File: src/rtl/mul_arbiter.sv
// mul_arbiter: shares one 32x32 Wallace-tree multiplier between two requesters.
//   clk, rst                 : clock, asynchronous active-high reset
//   req{0,1}_valid/_a/_b     : operand pair offered by each requester
//   req{0,1}_ready           : combinational grant; handshake completes on valid && ready
//   res_valid/res_tag/res_prod/res_ready : result register and its consumer handshake
//   busy                     : high whenever the FSM is not IDLE
// MUL_CYCLES (1..15) is the number of edges operands sit on the multiplier before capture.

// Pure combinational 32x32 unsigned multiplier, partial products reduced by a
// Wallace tree of 3:2 carry-save layers down to two rows, then one final adder.
module wallace_mul32 (
    input  logic [31:0] a,
    input  logic [31:0] b,
    output logic [63:0] p
);
    localparam int unsigned ROWS = 32;

    function automatic logic [63:0] wallace(input logic [31:0] x, input logic [31:0] y);
        logic [63:0] cur [ROWS];
        logic [63:0] nxt [ROWS];
        int n;
        int m;
        int base;
        for (int i = 0; i < 32; i++) begin
            cur[i] = y[i] ? (64'(x) << i) : 64'd0;
        end
        n = 32;
        // 32->22->15->10->7->5->4->3->2 rows takes eight layers
        for (int l = 0; l < 8; l++) begin
            m = 0;
            for (int i = 0; i < 32; i++) begin
                nxt[i] = 64'd0;
            end
            for (int g = 0; g < 11; g++) begin
                if (3 * g + 2 < n) begin
                    nxt[m]     = cur[3*g] ^ cur[3*g+1] ^ cur[3*g+2];
                    nxt[m + 1] = ((cur[3*g] & cur[3*g+1]) | (cur[3*g] & cur[3*g+2])
                                 | (cur[3*g+1] & cur[3*g+2])) << 1;
                    m = m + 2;
                end
            end
            // rows that did not fill a group of three pass through unchanged
            base = 3 * (n / 3);
            for (int i = 0; i < 32; i++) begin
                if (i >= base && i < n) begin
                    nxt[m] = cur[i];
                    m = m + 1;
                end
            end
            cur = nxt;
            n   = m;
        end
        return cur[0] + cur[1];
    endfunction

    assign p = wallace(a, b);
endmodule

module mul_arbiter #(
    parameter int unsigned MUL_CYCLES = 2
) (
    input  logic        clk,
    input  logic        rst,
    input  logic        req0_valid,
    input  logic [31:0] req0_a,
    input  logic [31:0] req0_b,
    output logic        req0_ready,
    input  logic        req1_valid,
    input  logic [31:0] req1_a,
    input  logic [31:0] req1_b,
    output logic        req1_ready,
    output logic        res_valid,
    output logic        res_tag,
    output logic [63:0] res_prod,
    input  logic        res_ready,
    output logic        busy
);
    localparam int unsigned CNT_W = 4;

    typedef enum logic [1:0] {
        IDLE = 2'b00,
        CALC = 2'b01,
        DONE = 2'b10
    } state_t;

    state_t            state, state_d;
    logic [CNT_W-1:0]  cnt;
    logic              ptr;
    logic [31:0]       op_a, op_b;
    logic              op_tag;
    logic [63:0]       mul_p;
    logic              grant0_c, grant1_c;
    logic              accept0_c, accept1_c, dec_c, capture_c, retire_c;

    // Lone requester always wins; on contention the pointer picks (0 -> req0)
    assign grant0_c = req0_valid && (!req1_valid || !ptr);
    assign grant1_c = req1_valid && (!req0_valid ||  ptr);

    // Multiplier sees only the operand registers
    wallace_mul32 u_mul (
        .a (op_a),
        .b (op_b),
        .p (mul_p)
    );

    // State register
    always_ff @(posedge clk or posedge rst) begin
        if (rst) state <= IDLE;
        else     state <= state_d;
    end

    // Next state and control strobes
    always_comb begin
        state_d    = state;
        req0_ready = 1'b0;
        req1_ready = 1'b0;
        accept0_c  = 1'b0;
        accept1_c  = 1'b0;
        dec_c      = 1'b0;
        capture_c  = 1'b0;
        retire_c   = 1'b0;
        case (state)
            IDLE: begin
                // readys are forced low while reset is held
                req0_ready = grant0_c && !rst;
                req1_ready = grant1_c && !rst;
                accept0_c  = req0_valid && req0_ready;
                accept1_c  = req1_valid && req1_ready;
                if (accept0_c || accept1_c) state_d = CALC;
            end
            CALC: begin
                if (cnt == '0) begin
                    capture_c = 1'b1;
                    state_d   = DONE;
                end else begin
                    dec_c = 1'b1;
                end
            end
            DONE: begin
                if (res_ready) begin
                    retire_c = 1'b1;
                    state_d  = IDLE;
                end
            end
            default: state_d = IDLE;
        endcase
    end

    // Operand, counter, pointer and result registers
    always_ff @(posedge clk or posedge rst) begin
        if (rst) begin
            op_a      <= '0;
            op_b      <= '0;
            op_tag    <= 1'b0;
            cnt       <= '0;
            ptr       <= 1'b0;
            res_valid <= 1'b0;
            res_tag   <= 1'b0;
            res_prod  <= '0;
        end else begin
            if (accept0_c) begin
                op_a   <= req0_a;
                op_b   <= req0_b;
                op_tag <= 1'b0;
                cnt    <= CNT_W'(MUL_CYCLES - 1);
            end else if (accept1_c) begin
                op_a   <= req1_a;
                op_b   <= req1_b;
                op_tag <= 1'b1;
                cnt    <= CNT_W'(MUL_CYCLES - 1);
            end
            if (dec_c) cnt <= cnt - CNT_W'(1);
            if (capture_c) begin
                res_prod  <= mul_p;
                res_tag   <= op_tag;
                res_valid <= 1'b1;
            end
            if (retire_c) begin
                res_valid <= 1'b0;
                ptr       <= ~res_tag;
            end
        end
    end

    assign busy = (state != IDLE);
endmodule

File: config.mk
export PLATFORM = sky130hd
export DESIGN_NAME = mul_arbiter
export DESIGN_NICKNAME = d
export VERILOG_FILES = /design/src/rtl/mul_arbiter.sv
export SDC_FILE = /design/constraint.sdc
export NUM_CORES = 2
export LEC_CHECK = 0
export CAP_MARGIN = 20
export CORE_MARGIN = 10
export CORE_UTILIZATION = 34
export CTS_BUF_LIST = sky130_fd_sc_hd__clkbuf_8
export CTS_CLUSTER_DIAMETER = 100
export DETAILED_ROUTE_END_ITERATION = 8
export GPL_TIMING_DRIVEN = 0
export PLACE_DENSITY = 0.52
export SKIP_LAST_GASP = 1
export SLEW_MARGIN = 5
export SYNTH_ARGS = -nofsm -noshare
export SYNTH_HDL_FRONTEND = slang
export SYNTH_SLANG_ARGS = --single-unit
File: constraint.sdc
create_clock -name clk -period 7.5 [get_ports clk]
set_input_delay 1.5 -clock clk [delete_from_list [all_inputs] [get_ports clk]]
set_output_delay 1.5 -clock clk [all_outputs]
set_load 0.05 [all_outputs]
==> impl_metrics.json <==
{
  "run_status": "finished with violations",
  "violations": "negative setup slack",
  "synth.net_count": 5401,
  "yosys.area.top_type": "fa_1",
  "start_util_pct": 34.26,
  "worstSetupPathType": "register to register",
  "synthMostInstantiatedCell": "fa_1",
  "grt.overflow.total": 0,
  "start_kind": "register",
  "grt_max_degree": 83,
  "wl_per_cell_um": 25.90,
  "clockBufferDepth": 2,
  "seq_area_frac_synth_pct": 9.095,
  "grt_pass1_wl_um": 224000,
  "h-tree-depth": 4,
  "dp_hpwl_um": 127700,
  "cts_buffers": 17,
  "dr.pass1.iters": 7,
  "routed_wl_um": 154300,
  "fin_area_um2": 45090,
  "synth_cell_types": 60,
  "slew_headroom_pct": 23.66,
  "use_met3_pct": 4.605,
  "r2r_start": "op_b[14]$_DFFE_PP0P_",
  "fin_crit_sh_pct": 101.9,
  "viasPerCell": 5.037,
  "clock-sinks": 138,
  "cap_violations": 0,
  "die_w_um": 354.2,
  "final_cells": 5956,
  "fillers": 11370,
  "synthTopCellsByCount": "fa_1 (908), inv_1 (812), nand2_1 (661), and2_1 (629), clkbuf_1 (248)",
  "place.port_buffers": 201,
  "crit_arrival_ns": 8.07,
  "drtAntennaViolNets": 0,
  "clk_pin_slew_worst_paths_ns": 0.10,
  "first_global_vias": 32490,
  "gr-usage-met1_pct": 31.52,
  "grtUsageMet2_pct": 39.98,
  "syn-instance-count": 4145,
  "antenna_found_initial": 19,
  "crit_chain": "buf_12 -> clkbuf_16 -> nand2_1 -> fa_1 -> fa_1 -> fa_1 -> fa_1 -> fa_1 -> fa_1 -> fa_1 -> inv_1 -> ha_1 -> ha_1 -> buf_6 -> and3_4 -> or3b_4 -> a211oi_4 -> o31a_4 -> a21oi_4 -> or3_4 -> a2111oi_4 -> o21a_1 -> o31ai_2",
  "rows": 122,
  "dieArea_um2": 125400,
  "area_growth_pct": 18.75,
  "vias": 30000,
  "setup_slack_ns": -0.1416,
  "synth_edf_count": 0,
  "first_iter_violations": 1901,
  "utilization_pct": 40.68,
  "rr_endpoint": "res_prod[63]$_DFFE_PP0P_",
  "synthTopCellsByArea": "fa_1 (48%), and2_1 (10%), dfrtp_1 (9.1%), inv_1 (8.0%), ha_1 (7.1%)",
  "layout-drive-gt1-share_pct": 11.60,
  "r2r_cells": 23,
  "crit_buf_inv": 4,
  "min_to": "res_prod[8]$_DFFE_PP0P_",
  "min_period_ns": 7.642,
  "io_pins": 202,
  "clk_latency_ns": 0.62,
  "root_buffer": "clkbuf_8",
  "maxSlewViolCount": 0,
  "drcViolationCount": 0,
  "setup_viol": 13,
  "hold_start": "res_prod[8]$_DFFE_PP0P_",
  "yosys_most_used_dff": "dfrtp_1",
  "synth_area_per_cell_um2": 9.160,
  "min_path_type": "register to register",
  "fin_skew_ns": 0.05874,
  "cts_tree": "yes",
  "post_dp_cell_area_um2": 41920,
  "cpMostUsedCell": "fa_1",
  "place_congestion": 0.9739,
  "critPathTopFamily": "adder cells",
  "fmax_mhz": 130.9,
  "critPathSlowestCell": "fa_1",
  "grt_usage_pct": 24.59,
  "cp.required_ns": 7.93,
  "slowest_delay_ns": 0.62,
  "core_area_um2": 110800,
  "hold_buffers": 0,
  "layout.nets": 5700,
  "ys_seq_elements": 138,
  "grt-busiest-layer": "met2",
  "reg2reg_setup_slack_ns": -0.14,
  "die_h_um": 354.2,
  "hold_viol_final": 0,
  "tightest_slew_ns": 1.145,
  "cp_max_fo": 10,
  "dp.cells": 5838,
  "cp-end-kind": "register",
  "rsz0062_at_grt": "yes",
  "yosys_warnings": 0,
  "hold-path-cell-count": 2,
  "netlist_area_um2": 37970,
  "ys_async_sr_fraction_pct": 100.0,
  "synth_top_cell_area_share_pct": 47.87
}
==> routing by layer <==
metal	wire length (µm)	up-vias	part of all wire (%)
met3	11730	239	7.6
li1	-	12850	-
met4	8082	6	5.2
met5	41	-	0.027
met2	72490	1073	47
met1	61910	15830	40
==> worst max-delay path by stage <==
| stage | from | to | cells past startpoint |
|---|---|---|---|
| after floorplan | op_b[29]$_DFFE_PP0P_ | res_prod[54]$_DFFE_PP0P_ | 24 |
| after global placement | op_b[14]$_DFFE_PP0P_ | res_prod[62]$_DFFE_PP0P_ | 22 |
| after detailed placement | op_b[14]$_DFFE_PP0P_ | res_prod[60]$_DFFE_PP0P_ | 22 |
| after CTS | op_b[23]$_DFFE_PP0P_ | res_prod[57]$_DFFE_PP0P_ | 21 |
| after global routing | op_a[18]$_DFFE_PP0P_ | res_prod[61]$_DFFE_PP0P_ | 23 |
| final | op_b[14]$_DFFE_PP0P_ | res_prod[63]$_DFFE_PP0P_ | 23 |
==> final cells by class <==
class	instances	area [µm²]	area share, %
plain buffers	239	2009	4.457
clock buffers	18	247.7	0.5495
inverters	812	3055	6.777
well taps	1488	1862	4.129
flip-flops and latches	138	3515	7.795
repair buffers	292	2853	6.327
diodes	12	30.03	0.06660
clock inverters	13	143.9	0.3191
multi-input cells	2944	31370	69.58
==> timing repair <==
item | in CTS | in global routing
resized for setup | 556 | 139
setup buffers | 70 | 12
hold endpoints to repair | 0 | 0
gates cloned | 1 | 2
endpoints found under the setup margin | 41 | 30
pin swaps | 72 | 43
==> logic make-up after synthesis <==
group / after synthesis / share of synthesized area [%]
AO/OA/AOI/OAI: 308 / 5.253
XOR/XNOR: 38 / 0.8766
adder cells (fa/ha/maj): 1123 / 54.96
buffers and inverters: 1063 / 10.52
flip-flops: 138 / 9.095
AND/OR/NAND/NOR: 1475 / 19.30
==> state kept, by name (all words and copies together), names as in the netlist <==
name	flops
res_prod	64
op_a	32
op_b	32
cnt	4
state	2
op_tag	1
ptr	1
res_tag	1
res_valid	1
==> cell usage in the layout, fill, tap and decap left out, types with 67 or more instances in the layout <==
master,netlist,routed
ha_1,215,188
clkbuf_4,0,79
nand2_1,661,659
fa_1,908,868
and2_1,629,622
buf_4,1,88
inv_1,812,802
clkdlybuf4s50_1,0,201
dfrtp_1,138,93
nor2_1,88,86
a31oi_1,70,67
==> through the flow <==
| stage | worst slack, ns | TNS (ns) | hold slack (ns) |
|---|---|---|---|
| 2_1_floorplan | 0.4255 | 0 | 0.4394 |
| 3_3_place_gp | -2.070 | -112.35 | 0.4547 |
| 3_5_place_dp | -2.013 | -38.26 | 0.4615 |
| 4_1_cts | -0.1523 | -1.049 | 0.4834 |
| 5_1_grt | -0.3460 | -4.360 | 0.4991 |
| 6_report | -0.1416 | -1.049 | 0.4793 |
==> worst min-delay path, cell delays in order (launching register included) <==
cell     delay (ns)
dfrtp_1        0.35
nand2_1        0.05
nand2_1        0.05
Power is not shown: default switching activity piles up to over one toggle a cycle in this logic, so the estimate is an artifact.
